===== config.mk =====
export PLATFORM = sky130hd
export DESIGN_NAME = wb_write_ctrl_flat
export DESIGN_NICKNAME = d
export VERILOG_FILES = /design/src/rtl/wb_write_ctrl_if.sv /design/src/rtl/wb_write_ctrl.sv /design/src/flat_wrapper.sv
export SDC_FILE = /design/constraint.sdc
export NUM_CORES = 1
export LEC_CHECK = 0
export ABC_AREA = 1
export BUFFER_PORTS_ARGS = -buffer_cell sky130_fd_sc_hd__buf_2
export CORE_MARGIN = 2
export CORE_UTILIZATION = 54
export CTS_CLUSTER_SIZE = 25
export DETAILED_ROUTE_END_ITERATION = 16
export PLACE_DENSITY_LB_ADDON = 0.25
export REMOVE_ABC_BUFFERS = 1
export SLEW_MARGIN = 20
export SYNTH_ARGS = -nofsm -noshare
export SYNTH_HDL_FRONTEND = slang
export SYNTH_SLANG_ARGS = --single-unit

===== constraint.sdc =====
create_clock -name clk -period 4.9 [get_ports clk]
set_input_delay 0.245 -clock clk [delete_from_list [all_inputs] [get_ports clk]]
set_output_delay 0.245 -clock clk [all_outputs]
set_load 0.005 [all_outputs]

===== src/rtl/wb_write_ctrl_if.sv =====
// Write-back port bundle between the ALU/load-store result sources and wb_write_ctrl.
// The master modport is the write-back controller; slave is the pipeline/register-file side.
interface wb_write_ctrl_if #(
  parameter int AW = 5,
  parameter int DW = 32
);
  logic          mem_valid;
  logic [AW-1:0] mem_addr;
  logic [DW-1:0] mem_data;
  logic          alu_valid;
  logic [AW-1:0] alu_addr;
  logic [DW-1:0] alu_data;
  logic          stall;
  logic          write;
  logic [AW-1:0] waddr1;
  logic [DW-1:0] din;
  logic [AW-1:0] fwd_addr;
  logic          fwd_hit;
  logic [DW-1:0] fwd_data;

  modport master (
    input  mem_valid, mem_addr, mem_data,
    input  alu_valid, alu_addr, alu_data,
    input  fwd_addr,
    output stall, write, waddr1, din,
    output fwd_hit, fwd_data
  );

  modport slave (
    output mem_valid, mem_addr, mem_data,
    output alu_valid, alu_addr, alu_data,
    output fwd_addr,
    input  stall, write, waddr1, din,
    input  fwd_hit, fwd_data
  );
endinterface


===== src/rtl/wb_write_ctrl.sv =====
// Serialises mem and ALU results in program order onto the single register-file write port.
// Define WB_FWD_EN to build the forwarding search over pending writes.
module wb_write_ctrl #(
  parameter int AW    = 5,
  parameter int DW    = 32,
  parameter int DEPTH = 4
) (
  input  logic          clk,
  input  logic          rst,
  wb_write_ctrl_if.master bus
);

  localparam int CW = $clog2(DEPTH + 1);
  localparam int PW = $clog2(DEPTH);

  typedef struct packed {
    logic [AW-1:0] addr;
    logic [DW-1:0] data;
  } entry_t;

  entry_t        fifo [DEPTH];
  logic [PW-1:0] rd_ptr;
  logic [PW-1:0] wr_ptr;
  logic [CW-1:0] count;
  logic [CW-1:0] count_next;

  logic          write_q;
  logic [AW-1:0] waddr_q;
  logic [DW-1:0] din_q;

  logic   stall;
  logic   mem_acc;
  logic   alu_acc;
  logic   queued;
  entry_t mem_e;
  entry_t alu_e;

  logic   drain_valid;
  entry_t drain_e;
  logic   push0_en;
  entry_t push0_e;
  logic   push1_en;
  entry_t push1_e;

  function automatic logic [PW-1:0] ptr_inc(input logic [PW-1:0] p);
    return (p == PW'(DEPTH - 1)) ? '0 : p + 1'b1;
  endfunction

  assign stall   = (count == CW'(DEPTH));
  assign queued  = (count != '0);
  assign mem_acc = bus.mem_valid && !stall;
  assign alu_acc = bus.alu_valid && !stall;
  assign mem_e   = '{addr: bus.mem_addr, data: bus.mem_data};
  assign alu_e   = '{addr: bus.alu_addr, data: bus.alu_data};

  // Oldest candidate drains; the rest are pushed mem before ALU.
  always_comb begin
    // NOTE: every output of this block gets a default first so no path can infer a latch.
    drain_valid = 1'b0;
    drain_e     = fifo[rd_ptr];
    push0_en    = 1'b0;
    push0_e     = mem_e;
    push1_en    = 1'b0;
    push1_e     = alu_e;
    if (queued) begin
      drain_valid = 1'b1;
      if (mem_acc) begin
        push0_en = 1'b1;
        push1_en = alu_acc;
      end else if (alu_acc) begin
        push0_en = 1'b1;
        push0_e  = alu_e;
      end
    end else if (mem_acc) begin
      drain_valid = 1'b1;
      drain_e     = mem_e;
      push0_en    = alu_acc;
      push0_e     = alu_e;
    end else if (alu_acc) begin
      drain_valid = 1'b1;
      drain_e     = alu_e;
    end
  end

  assign count_next = count + CW'(push0_en) + CW'(push1_en) - CW'(queued);

  // NOTE: sequential state uses non-blocking assignments so every register samples pre-edge values.
  always_ff @(posedge clk) begin
    if (rst) begin
      count   <= '0;
      rd_ptr  <= '0;
      wr_ptr  <= '0;
      write_q <= 1'b0;
      waddr_q <= '0;
      din_q   <= '0;
    end else begin
      count   <= count_next;
      write_q <= drain_valid;
      if (drain_valid) begin
        waddr_q <= drain_e.addr;
        din_q   <= drain_e.data;
      end
      if (queued)        rd_ptr <= ptr_inc(rd_ptr);
      if (push1_en)      wr_ptr <= ptr_inc(ptr_inc(wr_ptr));
      else if (push0_en) wr_ptr <= ptr_inc(wr_ptr);
    end
  end

  // NOTE: the queue storage has no reset; entries are only visible through count, which does reset.
  always_ff @(posedge clk) begin
    if (push0_en) fifo[wr_ptr]          <= push0_e;
    if (push1_en) fifo[ptr_inc(wr_ptr)] <= push1_e;
  end

  assign bus.stall  = stall;
  assign bus.write  = write_q;
  assign bus.waddr1 = waddr_q;
  assign bus.din    = din_q;

`ifdef WB_FWD_EN
  logic          fwd_hit;
  logic [DW-1:0] fwd_data;
  logic [PW-1:0] idx;

  // Scan oldest to youngest so the last match left standing is the youngest write.
  always_comb begin
    fwd_hit  = 1'b0;
    fwd_data = '0;
    idx      = rd_ptr;
    if (write_q && waddr_q == bus.fwd_addr) begin
      fwd_hit  = 1'b1;
      fwd_data = din_q;
    end
    for (int i = 0; i < DEPTH; i++) begin
      if (CW'(i) < count && fifo[idx].addr == bus.fwd_addr) begin
        fwd_hit  = 1'b1;
        fwd_data = fifo[idx].data;
      end
      idx = ptr_inc(idx);
    end
  end

  assign bus.fwd_hit  = fwd_hit;
  assign bus.fwd_data = fwd_data;
`else
  assign bus.fwd_hit  = 1'b0;
  assign bus.fwd_data = '0;
`endif

endmodule


===== src/flat_wrapper.sv =====
// flat-port wrapper written by rule: the top's interface ports become plain ports
module wb_write_ctrl_flat 
#(
  parameter int AW    = 5,
  parameter int DW    = 32,
  parameter int DEPTH = 4
)
  (clk, rst, bus_mem_valid, bus_mem_addr, bus_mem_data, bus_alu_valid, bus_alu_addr, bus_alu_data, bus_fwd_addr, bus_stall, bus_write, bus_waddr1, bus_din, bus_fwd_hit, bus_fwd_data);
  wb_write_ctrl_if #(.AW(AW), .DW(DW)) bus_i ();
  input  logic clk;
  input  logic rst;
  input wire logic [$bits(bus_i.mem_valid)-1:0] bus_mem_valid;
  input wire logic [$bits(bus_i.mem_addr)-1:0] bus_mem_addr;
  input wire logic [$bits(bus_i.mem_data)-1:0] bus_mem_data;
  input wire logic [$bits(bus_i.alu_valid)-1:0] bus_alu_valid;
  input wire logic [$bits(bus_i.alu_addr)-1:0] bus_alu_addr;
  input wire logic [$bits(bus_i.alu_data)-1:0] bus_alu_data;
  input wire logic [$bits(bus_i.fwd_addr)-1:0] bus_fwd_addr;
  output wire logic [$bits(bus_i.stall)-1:0] bus_stall;
  output wire logic [$bits(bus_i.write)-1:0] bus_write;
  output wire logic [$bits(bus_i.waddr1)-1:0] bus_waddr1;
  output wire logic [$bits(bus_i.din)-1:0] bus_din;
  output wire logic [$bits(bus_i.fwd_hit)-1:0] bus_fwd_hit;
  output wire logic [$bits(bus_i.fwd_data)-1:0] bus_fwd_data;
  assign bus_i.mem_valid = bus_mem_valid;
  assign bus_i.mem_addr = bus_mem_addr;
  assign bus_i.mem_data = bus_mem_data;
  assign bus_i.alu_valid = bus_alu_valid;
  assign bus_i.alu_addr = bus_alu_addr;
  assign bus_i.alu_data = bus_alu_data;
  assign bus_i.fwd_addr = bus_fwd_addr;
  assign bus_stall = bus_i.stall;
  assign bus_write = bus_i.write;
  assign bus_waddr1 = bus_i.waddr1;
  assign bus_din = bus_i.din;
  assign bus_fwd_hit = bus_i.fwd_hit;
  assign bus_fwd_data = bus_i.fwd_data;
  wb_write_ctrl #(.AW(AW), .DW(DW), .DEPTH(DEPTH)) u_core (.clk(clk), .rst(rst), .bus(bus_i));
endmodule

==> flow_metrics.env <==
export IMPL_result_of_the_run="finished, final reports clean"
export IMPL_drt_antenna_violating_nets=0
export IMPL_place_gp_congestion=0.821
export IMPL_synth_cells=1557
export IMPL_grt_antenna_before_repair=1
export IMPL_timing_max_transition_violations_final=0
export IMPL_post_route_period_util_pct=66.7
export IMPL_synthDominantAreaCellType="sky130_fd_sc_hd__edfxtp_1"
export IMPL_die_height_um=150
export IMPL_grt_first_pass_wirelength_um=53700
export IMPL_design_die_area_um2=22400
export IMPL_area_delta_synth_final_pct=10.3
export IMPL_final_cell_area_um2=12700
export IMPL_netSwitchingPower_mw=3.24
export IMPL_drt_wl_total_um=35000
export IMPL_detailedRoute_firstIterationViolations=1122
export IMPL_ioPinCount=155
export IMPL_cell_with_the_largest_stage_delay_on_the_worst_path="sky130_fd_sc_hd__o21ai_4"
export IMPL_fraction_of_the_mapped_netlist_area_in_compound_gates_pct=6.19
export IMPL_max_slew_margin_rel_pct=34.3
export IMPL_grt_util_all_layers_pct=31.4
export IMPL_power_frac_comb_pct=44.9
export IMPL_yosys_area_top_type_share_pct=38.7
export IMPL_number_of_warnings_reported_in_the_yosys_synthesis_log=0
export IMPL_timing_critical_path_buf_inv=1
export IMPL_muxShareOfSynthArea_pct=0
export IMPL_tritoncts="yes"
export IMPL_synth_seq_cells=195
export IMPL_wire_per_inst_um=18.4
export IMPL_power_per_cell_area_nw_per_um2=618
export IMPL_grt_pass1_vias=10100
export IMPL_route_detailed_vias_per_inst=5.81
export IMPL_critical_path_max_fanout=44
export IMPL_worst_endpoint_required_ps=4990
export IMPL_max_cap_violations=0
export IMPL_yosys_cell_types_count=27
export IMPL_cts_root_to_sink_buffers=2
export IMPL_fin_skew_ps=10.7
export IMPL_synth_avg_cell_area_um2=7.37
export IMPL_grt_overflow_total=0
export IMPL_layout_drive_gt1_share_pct=11.9
export IMPL_power_share_switching_pct=41.3
export IMPL_synth_top_family_by_area="simple AND/OR/NAND/NOR gates"
export IMPL_ctsRootBufferMaster="sky130_fd_sc_hd__clkbuf_16"
export IMPL_grt_start_max_net_pins=77
export IMPL_layout_core_utilization_pct=60.4
export IMPL_finalWorstSetupSlack_ps=1630
export IMPL_report_final_hold_viol_count=0
export IMPL_timing_worst_setup_path_type="reg2reg"
export IMPL_effective_utilization_at_floorplan_pct=54.8
export IMPL_dieWidth_um=150
export IMPL_drc_violations=0
export IMPL_clkTransAtPathRegs_ps=70
export IMPL_max_clock_freq_mhz=306
export IMPL_worst_pin_slew_ps=984
export IMPL_dr_total_vias=11000
export IMPL_synth_area_in_adders_pct=1.00
export IMPL_placed_area_um2=12100
export IMPL_internal_power_mw=4.59
export IMPL_synth_area_in_simple_gates_pct=38.7
export IMPL_cts_max_level=4
export IMPL_pre_cts_ws_ps=1710
export IMPL_final_cells=1900
export IMPL_startpoint_type="register"
export IMPL_arrival_time_worst_endpoint_ps=3360
export IMPL_power_frac_clock_pct=18.0
export IMPL_core_area_um2=21000
export IMPL_synthXorXnorAreaFrac_pct=0.229
export IMPL_number_of_cells_after_detailed_placement=1866
export IMPL_detailedPlacementHpwl_um=19000
export IMPL_leakagePower_nw=5.75
export IMPL_cts_buffers=17
export IMPL_cts_resized=0
export IMPL_cp_end_kind="register"
export IMPL_cells_taking_the_most_area_after_synthesis="sky130_fd_sc_hd__edfxtp_1 39%, sky130_fd_sc_hd__nand2_1 20%, sky130_fd_sc_hd__nand3_1 9.8%"
export IMPL_p_total_mw=7.83
export IMPL_ir_worst_vdd_mv=0.577
export IMPL_grt_setup_unrepaired="no"
export IMPL_pwr_share_seq_pct=37.1
export IMPL_worstHoldPathType="in2reg"
export IMPL_synth_seq_area_share_pct=46.9
export IMPL_totalNegativeSetupSlack_ps=0
export IMPL_minimum_clock_period_ps=3270
export IMPL_setup_viol=0
export IMPL_critical_path_top_delay_family="simple AND/OR/NAND/NOR gates"
export IMPL_design_final_nets=1702
export IMPL_post_synth_design_cell_area_um2=11500
export IMPL_slowest_delay_ps=610
export IMPL_drt_pass1_iter_count=6
export IMPL_hold_ws_ps=145
export IMPL_portBuffers=116
export IMPL_worst_skew_pair_late_latency_ps=440
export IMPL_clock_sinks=195
export IMPL_cp_cell_sequence="nor2_2 -> nand2_4 -> nand3_2 -> and2_1 -> o21ai_4 -> buf_4"
export IMPL_floorplan_rows=53
per-layer routing:
metal	wire length [um]	share of wire, %	up-vias	track usage, %
met5	0	0	-	0
met1	13700	39	5007	42.8
met2	16100	46	709	49.4
met3	4370	12	78	6.13
li1	-	-	5238	-
met4	813	2.3	0	12.5
power by group through the flow:
stage / sequential (mW) / clock (mW) / combinational, mW
floorplan: 2.99 / 0 / 2.26
global placement: 2.91 / 0 / 3.35
detailed placement: 2.93 / 0 / 3.45
CTS: 2.90 / 1.41 / 3.47
global route: 2.95 / 1.48 / 3.95
finish: 2.90 / 1.41 / 3.52
Yosys cell counts:
cell and number:
sky130_fd_sc_hd__edfxtp_1 148, sky130_fd_sc_hd__buf_4 41, sky130_fd_sc_hd__nor2_8 1, sky130_fd_sc_hd__o21ai_0 83, sky130_fd_sc_hd__xor2_1 1, sky130_fd_sc_hd__buf_1 10
sky130_fd_sc_hd__conb_1 1, sky130_fd_sc_hd__o211ai_1 38, sky130_fd_sc_hd__dfxtp_1 47, sky130_fd_sc_hd__nand4_1 38, sky130_fd_sc_hd__nand2_4 1, sky130_fd_sc_hd__nor2_1 195
sky130_fd_sc_hd__nand3_1 225, sky130_fd_sc_hd__fa_1 2, sky130_fd_sc_hd__xnor2_1 2, sky130_fd_sc_hd__and2_1 1, sky130_fd_sc_hd__clkbuf_1 46, sky130_fd_sc_hd__nand2_2 3
sky130_fd_sc_hd__inv_2 6, sky130_fd_sc_hd__inv_1 14, sky130_fd_sc_hd__nand3_2 2, sky130_fd_sc_hd__nand2_1 603, sky130_fd_sc_hd__inv_4 1, sky130_fd_sc_hd__buf_2 40
sky130_fd_sc_hd__nor2_2 1, sky130_fd_sc_hd__ha_1 6, sky130_fd_sc_hd__o211a_1 1
flip-flops by register name (all words and copies together), names as in the netlist, named ones only:
register           flops
u_core.rd_ptr          2
u_core.fifo          148
u_core.bus.din        32
u_core.count           3
u_core.bus.write       1
u_core.bus.waddr1      5
u_core.wr_ptr          2
worst paths after layout:
check / from / endpoint / slack, ps / cells after the start
max reg2reg: u_core.count[0]$_SDFF_PP0_ / u_core.fifo[1][14]$_DFFE_PP_ / 1630 / 6
min: bus_mem_data[31] / u_core.bus.din[31]$_SDFFE_PP0P_ / 150 / 5
max: u_core.count[0]$_SDFF_PP0_ / u_core.fifo[1][14]$_DFFE_PP_ / 1630 / 6
min reg2reg: u_core.rd_ptr[0]$_SDFFE_PP0N_ / u_core.rd_ptr[0]$_SDFFE_PP0N_ / 560 / 1
cells by family (layout without fill, tap and decap cells):
logic type      Yosys count  count (layout)
flops                   195             195
simple gates           1070            1070
fa+ha+maj                 8               8
other cells               1              34
compound gates          122             122
xor+xnor                  3               3
buf+inv                 158             193
area by class of cell:
| class | count | area, um2 |
|---|---|---|
| Antenna cell | 1 | 2.50 |
| Clock buffer | 23 | 478 |
| Clock inverter | 9 | 105 |
| Fill cell | 1938 | 8290 |
| Inverter | 21 | 81.3 |
| Multi-Input combinational cell | 1236 | 5490 |
| Sequential cell | 195 | 5390 |
| Tap cell | 275 | 344 |
| Timing Repair Buffer | 140 | 776 |
layout by cell type, fill, tap and decap left out, drive strengths merged:
cell,n
inv,20
o211ai,38
buf,139
clkbuf,23
conb,33
o21ai,83
xor2,1
nor2,197
dlygate4sd3,1
xnor2,2
nand2,607
clkinv,5
fa,2
nand4,38
edfxtp,148
and2,1
clkinvlp,3
dfxtp,47
o211a,1
ha,6
nand3,227
diode,1
bufinv,2
repair_timing:
action,in CTS,in global routing
hold endpoints to repair,2,0
setup buffers,0,0
hold buffers,1,0
endpoints found under the setup margin,0,0
tightest hold or removal path: stages:
cell and delay, ps:
sky130_fd_sc_hd__buf_2 100, sky130_fd_sc_hd__nand2_1 50, sky130_fd_sc_hd__nand2_1 50, sky130_fd_sc_hd__nor2_1 30, sky130_fd_sc_hd__nor2_1 80
Note: power is estimated with default switching activity, not from simulation.
